$ cat src/rtl/pad_seq_ctrl.sv
`default_nettype none
// ============================================================================
// pad_seq_ctrl : sequences PDI words and padded fill words into one 128-bit
//                block, then holds the block until the core accepts it.
// Revision     : 1.0
// ============================================================================
module pad_seq_ctrl #(
  parameter int BUSW = 32,
  parameter int CNTW = 2
) (
  input  logic            clk,
  input  logic            rst_n,
  input  logic            start,
  input  logic [4:0]      blk_len,
  input  logic            blk_last,
  input  logic            share_en,
  input  logic            pdi_valid,
  output logic            pdi_ready,
  input  logic            core_ready,
  output logic [CNTW-1:0] cnt,
  output logic [3:0]      seglen,
  output logic            pad,
  output logic            last,
  output logic            share,
  output logic            word_we,
  output logic            blk_valid,
  output logic            busy
);

  localparam int         BYTES_W = BUSW / 8;
  localparam int         BSHIFT  = $clog2(BYTES_W);
  localparam logic [4:0] FULL_LEN = 5'd16;

  typedef enum logic [1:0] {
    IDLE  = 2'd0,
    FETCH = 2'd1,
    FILL  = 2'd2,
    HOLD  = 2'd3
  } state_t;

  state_t          state, state_nxt;
  logic [CNTW-1:0] cnt_q, cnt_nxt;
  logic [4:0]      len_q, len_nxt;
  logic            blk_last_q, blk_last_nxt;
  logic            share_q, share_nxt;

  logic [4:0]      len_in;
  logic [5:0]      nwords_in;
  logic [5:0]      nwords_q;
  logic            cnt_max;
  logic            cnt_at_last_fetch;
  logic            active;

  // Number of bus words that carry real data for a byte length.
  function automatic logic [5:0] words_of(input logic [4:0] l);
    return ({1'b0, l} + 6'(BYTES_W - 1)) >> BSHIFT;
  endfunction

  assign len_in            = (blk_len > FULL_LEN) ? FULL_LEN : blk_len;
  assign nwords_in         = words_of(len_in);
  assign nwords_q          = words_of(len_q);
  assign cnt_max           = (cnt_q == {CNTW{1'b1}});
  assign cnt_at_last_fetch = ({{(6-CNTW){1'b0}}, cnt_q} == (nwords_q - 6'd1));

  always_ff @(posedge clk or negedge rst_n) begin
    if (!rst_n) begin
      state      <= IDLE;
      cnt_q      <= '0;
      len_q      <= '0;
      blk_last_q <= 1'b0;
      share_q    <= 1'b0;
    end else begin
      state      <= state_nxt;
      cnt_q      <= cnt_nxt;
      len_q      <= len_nxt;
      blk_last_q <= blk_last_nxt;
      share_q    <= share_nxt;
    end
  end

  always_comb begin
    state_nxt    = state;
    cnt_nxt      = cnt_q;
    len_nxt      = len_q;
    blk_last_nxt = blk_last_q;
    share_nxt    = share_q;
    pdi_ready    = 1'b0;
    word_we      = 1'b0;
    blk_valid    = 1'b0;

    case (state)
      IDLE: begin
        if (start) begin
          len_nxt      = len_in;
          blk_last_nxt = blk_last;
          share_nxt    = share_en;
          cnt_nxt      = '0;
          state_nxt    = (nwords_in != 6'd0) ? FETCH : FILL;
        end
      end
      FETCH: begin
        pdi_ready = 1'b1;
        word_we   = pdi_valid;
        if (pdi_valid) begin
          cnt_nxt = cnt_q + 1'b1;
          if (cnt_max) begin
            state_nxt = HOLD;
          end else if (cnt_at_last_fetch) begin
            state_nxt = FILL;
          end
        end
      end
      FILL: begin
        // Pure padding words: written one per cycle without touching the PDI.
        word_we = 1'b1;
        cnt_nxt = cnt_q + 1'b1;
        if (cnt_max) begin
          state_nxt = HOLD;
        end
      end
      HOLD: begin
        blk_valid = 1'b1;
        if (core_ready) begin
          state_nxt = IDLE;
        end
      end
      default: begin
        state_nxt = IDLE;
      end
    endcase
  end

  // Mux controls are only meaningful while words are being written.
  assign active = (state == FETCH) || (state == FILL);
  assign pad    = active && (len_q < FULL_LEN);
  assign seglen = pad ? len_q[3:0] : 4'd0;
  assign last   = pad && blk_last_q && cnt_max;
  assign share  = active && share_q;
  assign busy   = (state != IDLE);
  assign cnt    = cnt_q;

endmodule
`default_nettype wire

$ cat config.mk
export PLATFORM = sky130hd
export DESIGN_NAME = pad_seq_ctrl
export DESIGN_NICKNAME = d
export VERILOG_FILES = /design/src/rtl/pad_seq_ctrl.sv
export SDC_FILE = /design/constraint.sdc
export NUM_CORES = 1
export LEC_CHECK = 0
export BUFFER_PORTS_ARGS = -buffer_cell sky130_fd_sc_hd__buf_2
export CAP_MARGIN = 20
export CORE_ASPECT_RATIO = 1.2
export CORE_MARGIN = 3
export CORE_UTILIZATION = 47
export CTS_BUF_LIST = sky130_fd_sc_hd__clkbuf_4 sky130_fd_sc_hd__clkbuf_8 sky130_fd_sc_hd__clkbuf_16
export CTS_CLUSTER_DIAMETER = 80
export DETAILED_ROUTE_END_ITERATION = 10
export MAX_ROUTING_LAYER = met4
export PLACE_DENSITY = 0.75
export SYNTH_ARGS = -nofsm -noshare
export SYNTH_HDL_FRONTEND = slang
export SYNTH_SLANG_ARGS = --single-unit
$ cat constraint.sdc
create_clock -name clk -period 2.2 [get_ports clk]
set_input_delay 0.33 -clock clk [delete_from_list [all_inputs] [get_ports clk]]
set_output_delay 0.33 -clock clk [all_outputs]
set_load 0.01 [all_outputs]
-- Word-level counts from Yosys, hierarchy flattened
Cells that the tools add are included.
- input port bits: 12
- register bits: 11
- logic and storage cells: 49
- output and inout bits: 13
- reductions and logical operators: 12
- equality and inequality tests: 10
- order comparisons: 2
- add/sub/neg operators: 4
- muxes and demuxes: 16
- operators by type and width (operator ; number):
    two-way mux 2 bit ; 9
    adder 5 x 2 -> 6 bit (second input constant) ; 2
    != test 2 bit (second input constant) ; 4
    case mux 2 bit (4 select lines) ; 1
    equality test 2 bit (second input constant) ; 3
    equality test 2 x 6 -> 1 bit ; 1
    case mux 2 bit (3 select lines) ; 1
    nonzero test 6 bit ; 1
    > comparator 5 bit (second input constant) ; 1
    < comparator 5 bit (second input constant) ; 1
    two-way mux 5 bit ; 1
    AND reduction 5 bit ; 1
    subtractor 4 x 1 -> 5 bit (second input constant) ; 1
    logical AND 1 bit ; 4
    two-way mux 4 bit ; 1
    != test 3 bit (second input constant) ; 1
    AND reduction 3 bit ; 1
    nonzero test 3 bit ; 1
    adder 2 x 1 -> 2 bit (second input constant) ; 1
    equality test 2 x 1 -> 1 bit (second input constant) ; 1
    zero test 2 bit ; 1
    two-way mux 1 bit ; 2
    case mux 1 bit (2 select lines) ; 1
    AND reduction 2 bit ; 1
    other kinds (2) ; 2

-- Logic depth before layout (Yosys ltp)
- depth after elaboration: 7
- depth in mapped cells: 6
- depth with buffers taken out: 6

-- Worst setup path after synthesis
OpenSTA, ideal clock, no wires.
- path type: reg-to-reg
- start: reg state[1]
- end: reg state[0]
- buffers on the path: 0
- arrival: 1.880 ns
- clock period less this slack: 2.008 ns
- slack: 0.192 ns
- setup time: 0.127 ns
- cell stages (with the launch flop): 7
- data required time: 2.073 ns
- cell sequence: dfrtp_1 > inv_1 > ha_1 > a222oi_1 > nand2_1 > o41ai_2 > mux2_1
- word-level cells in the longest chain between the ends: 3
- elaborated cells between the ends (all ways): 11
- classes of those cells: eq/ne (8); mux (1); reduce/logical (2)
- ends and longest elaborated chain (what ; RTL line ; RTL):
    start, declared ; 41 ; state_t state, state_nxt;
    start signal, assigned ; 73 ; state <= state_nxt;
    equality test 2 x 1 -> 1 bit (tied with other cells) ; 91 ; case (state)
    != test 3 bit (no line) or != test 2 bit (tied branches) ; n/a ;
    AND reduction 5 bit (no line) ; n/a ;
Several ways; a longest one is shown, not always the timed one.
A chain may end at the register's enable or synchronous reset.

-- Worst setup path in the final report
- start: reg state[0]
- end: reg state[0]
Same word-level chain as after synthesis.

==> results.md <==
Status:
- The run finished with clean final reports.

Die:
- The core area is 0.00146 mm2.
- In this run the count of I/O pins placed on the die edge is 25.
- The die is slightly below 50 um tall.
- The number of placement rows is 15.
- For this configuration, the core starts out at a cell density of 50.9%.
- The die is 42.3 um wide.
- The die area is roughly 0.0021 mm2.

Power and ir drop:
- The switching component of the power is 614 uW.
- Combinational logic burns 59.5% of the power.
- Net switching is 44.1% of the power.
- The leakage power total is between 0.4 and 0.5 nW.
- The proportion of power drawn by the clock network is 11.2%.
- The largest vdd supply drop is 0.00104 V.
- Registers are responsible for just under 30% of the overall power.
- The internal power summed over all cells is 777 uW.
- For this design the ratio of total power to cell area is 1490 mW/mm2.

Place:
- After detailed placement, the total cell area comes to 890 um2.
- OpenSTA, run right after detailed placement, puts the worst setup slack at 0.126 ns.
- The final HPWL from detailed placement is ~1300 um.
- The count of buffers added on input and output ports is 24.
- The final weighted congestion in routability-driven placement is 0.864.

Drt:
- The count of nets left with antenna violations after detail routing is 0.
- The via density per instance is 5.56.
- The total number of vias is 700.
- The number of iterations in the first detailed-routing pass is 4.
- After detailed routing, the total wire length is about 1700 um.
- For this block, the initial DRC count from the detailed router was 15.
- Dividing the detail-routed wire length by the instance count gives 13.2 um.
- The remaining design rule violation count is 0.

STA:
- The number of failing setup endpoints in the final timing report is 0.
- The post-route clock period utilization is 95.3%.
- The final number of max-transition violations was 0.
- The worst pin sits at a relative slew slack of roughly 70%.
- At the pin with the least slew margin, the transition time is 0.454 ns.
- Setup repair after global routing left no endpoint under its margin.
- The maximum operating frequency is 477 MHz.
- The shortest clock period the worst path allows after layout is between 2 and 2.5 ns.
- Setup slack on the critical path of the routed design comes to 0.103 ns.
- For the final database, setup skew stands at ~0.0017 ns.
- The setup TNS is 0 ns.
- The number of hold violations in the final report is 0.
- On the final layout, the worst hold slack is 0.285 ns.

Global route:
- The first-pass GRT wire length is 2850 um.
- Entering global routing, the biggest net connects 12 pins.
- The number of global-route vias before repair is 662.
- The combined global-route utilization of all metal layers is between 10% and 20%.
- The number of antenna violations at the first check in global routing is 0.
- Summed over all layers, the global routing overflow is 0.

Setup path:
- The worst setup path is launched from a flip-flop.
- For this run, the slowest stage of the critical path takes about 0.44 ns.
- The critical path is of the reg2reg type.
- The number of buffer and inverter stages on the critical path is 1.
- The cell family contributing the most delay on the critical path is compound AO/OA/AOI/OAI gates.
- For the worst setup path, the data arrival time is 2.25 ns.
- At the worst endpoint, the required time is around 2.4 ns.
- STA classifies the critical path endpoint as a flip-flop.
- Walking the worst path, the cells encountered are inv_1 > ha_1 > a222oi_1 > nand2_1 > o41ai_2 > mux2_1.
- The slowest stage of the critical path is the o41ai_2 cell.
- The maximum fanout along the worst path is 4.

Yosys:
- The multiplexer fraction of the synthesized cell area is between 7 and 8%.
- By area the synthesized netlist is led by dfrtp_1 (37%), ha_1 (10%), inv_1 (5.0%).
- By area, the combinational part of the netlist is dominated by simple AND/OR/NAND/NOR gates.
- The commonest cells after synthesis are dfrtp_1 (11), inv_1 (10), ha_1 (6), nand2_1 (6).
- For this run, the register share of the synthesized area comes to 37.0%.
- The dominant register cell in the synthesized netlist is dfrtp_1.
- The count of different cell masters after synthesis is 30.
- The post-synthesis share of cell area spent on full adders, half adders and majority gates is roughly 10%.
- In this run, synthesis inferred 0 flip-flops with an integrated enable.
- The number of nets produced by synthesis is slightly below 100.
- The area fraction of the dominant cell type after synthesis is 37.0%.
- After technology mapping, the gate count stands at 80.
- The number of warnings reported in the yosys synthesis log is 0.
- dfrtp_1 is the most common cell in the netlist.
- After Yosys synthesis, and, or, nand and nor cells account for 20.7% of the synthesized area.
- The synthesized netlist devotes 0% of its cell area to XOR and XNOR gates.
- The fraction of the mapped netlist area in compound gates is 19.3%.
- The mean area per synthesized cell is 9.31 um2.
- For this run, asynchronously set or reset flops after synthesis account for 100%.
- Counting flops and latches in the post-synthesis netlist gives 11.
- dfrtp_1 takes more of the synthesized area than any other cell.
- The cell area that synthesis handed to floorplanning was 744 um2.

Flow run:
- The number of maximum-capacitance constraint violations is 0.

CTS:
- The number of buffers added for setup after CTS is 0.
- In this run the number of H-tree levels came out at 1.
- Counting along the longest clock path gives a buffer depth of 2.
- The TritonCTS clock tree is built.
- Clock latency on the worst-skew pair, taken at its later pin, is 0.27 ns.
- Counting every sink on the clock net gives 11.
- Clock-pin slew was measured on the worst setup and hold paths at 0.08 ns.
- The buffer type at the clock tree root is clkbuf_4.
- The total clock buffers created by CTS is 3.

Cells and area:
- The post-layout net count is roughly 130.
- At the end of the flow the core is filled with cells to 63.7%.
- The finished cells cover 932 um2.
- 0 antenna diodes ended up in the layout.
- The ratio of cells with drive above 1 in the final layout is 33.9%.
- Relative to the synthesized area, the layout overhead comes to 25.2%.
- The number of fillers in the final layout is about 140.

Worst hold path:
- The type of the most critical hold path is in2reg.
-- power by group through the flow --
| stage | sequential (mW) | clock (mW) | combinational [mW] |
|---|---|---|---|
| CTS | 0.409 | 0.157 | 0.827 |
| global placement | 0.405 | 0 | 0.793 |
| floorplan | 0.390 | 0 | 0.593 |
| finish | 0.408 | 0.156 | 0.828 |
| global route | 0.427 | 0.173 | 0.919 |
| detailed placement | 0.414 | 0 | 0.822 |
-- metrics by stage --
step	total power, mW	instances
finish	1.39	126
global route	1.52	126
CTS	1.39	126
detailed placement	1.24	121
global placement	1.20	121
floorplan	0.982	80
-- worst register-to-register path, stage by stage, from the launching register on --
cell and delay (ns):
dfrtp_1 0.40, inv_1 0.10, ha_1 0.26, a222oi_1 0.31, nand2_1 0.11, o41ai_2 0.44
mux2_1 0.36
-- worst paths after layout --
path | depth (start not counted) | to | startpoint | slack [ns]
max in group asynchronous | 2 | blk_last_q | rst_n | 1.55
worst max-delay path | 6 | state[0] | state[0] | 0.10
worst max register to register | 6 | state[0] | state[0] | 0.10
worst min-delay path | 2 | share_q | share_en | 0.29
worst min register to register | 1 | blk_last_q | blk_last_q | 0.51
min in group asynchronous | 2 | len_q[3] | rst_n | 0.45
-- logic make-up (layout without fill, tap and decap cells) --
kind of cell / Yosys count / after routing
compound gates: 20 / 20
buf+inv: 11 / 40
simple gates: 27 / 27
mux: 5 / 5
flops: 11 / 11
fa+ha+maj: 6 / 6
-- flip-flops by register name, summed over array words and instances (netlist names) --
name	cells
cnt	2
share_q	1
state	2
len_q	5
blk_last_q	1
-- layout make-up --
class,count,area (um2),area share (%)
clock buffer,4,30.0,3.22
inverter,10,37.5,4.03
multi-input combinational,58,430,46.2
sequential,11,275,29.5
tap,17,21.3,2.28
timing repair buffer,26,138,14.8
-- metal layers --
| metal | GRT usage [%] | wire, um | vias to the layer above |
|---|---|---|---|
| li1 | - | - | 338 |
| met1 | 20.5 | 688 | 333 |
| met2 | 30.2 | 866 | 21 |
| met3 | 4.74 | 79 | 8 |
| met4 | 8.29 | 34 | 0 |
| met5 | - | 0 | - |
-- what timing repair did --
action	4_1_cts	5_1_grt
setup endpoints to repair	0	5
endpoints found under the hold margin	11	0
hold buffers	1	0
gates resized for setup	0	1
-- cell usage in the layout (no fill, tap or decap), drive strengths merged --
| master | n |
|---|---|
| a2111oi | 1 |
| a211oi | 1 |
| a21o | 1 |
| a21oi | 2 |
| a221oi | 1 |
| a222oi | 1 |
| a31oi | 2 |
| a41oi | 1 |
| and2 | 5 |
| and3 | 2 |
| buf | 25 |
| clkbuf | 4 |
| dfrtp | 11 |
| dlygate4sd3 | 1 |
| ha | 6 |
| inv | 10 |
| mux2 | 4 |
| mux2i | 1 |
| nand2 | 6 |
| nand2b | 3 |
| nand3 | 2 |
| nor2 | 2 |
| nor2b | 5 |
| nor3 | 1 |
| nor4 | 1 |
| o21ai | 8 |
| o31ai | 1 |
| o41ai | 1 |
Note: power is estimated with default switching activity, not from simulation.
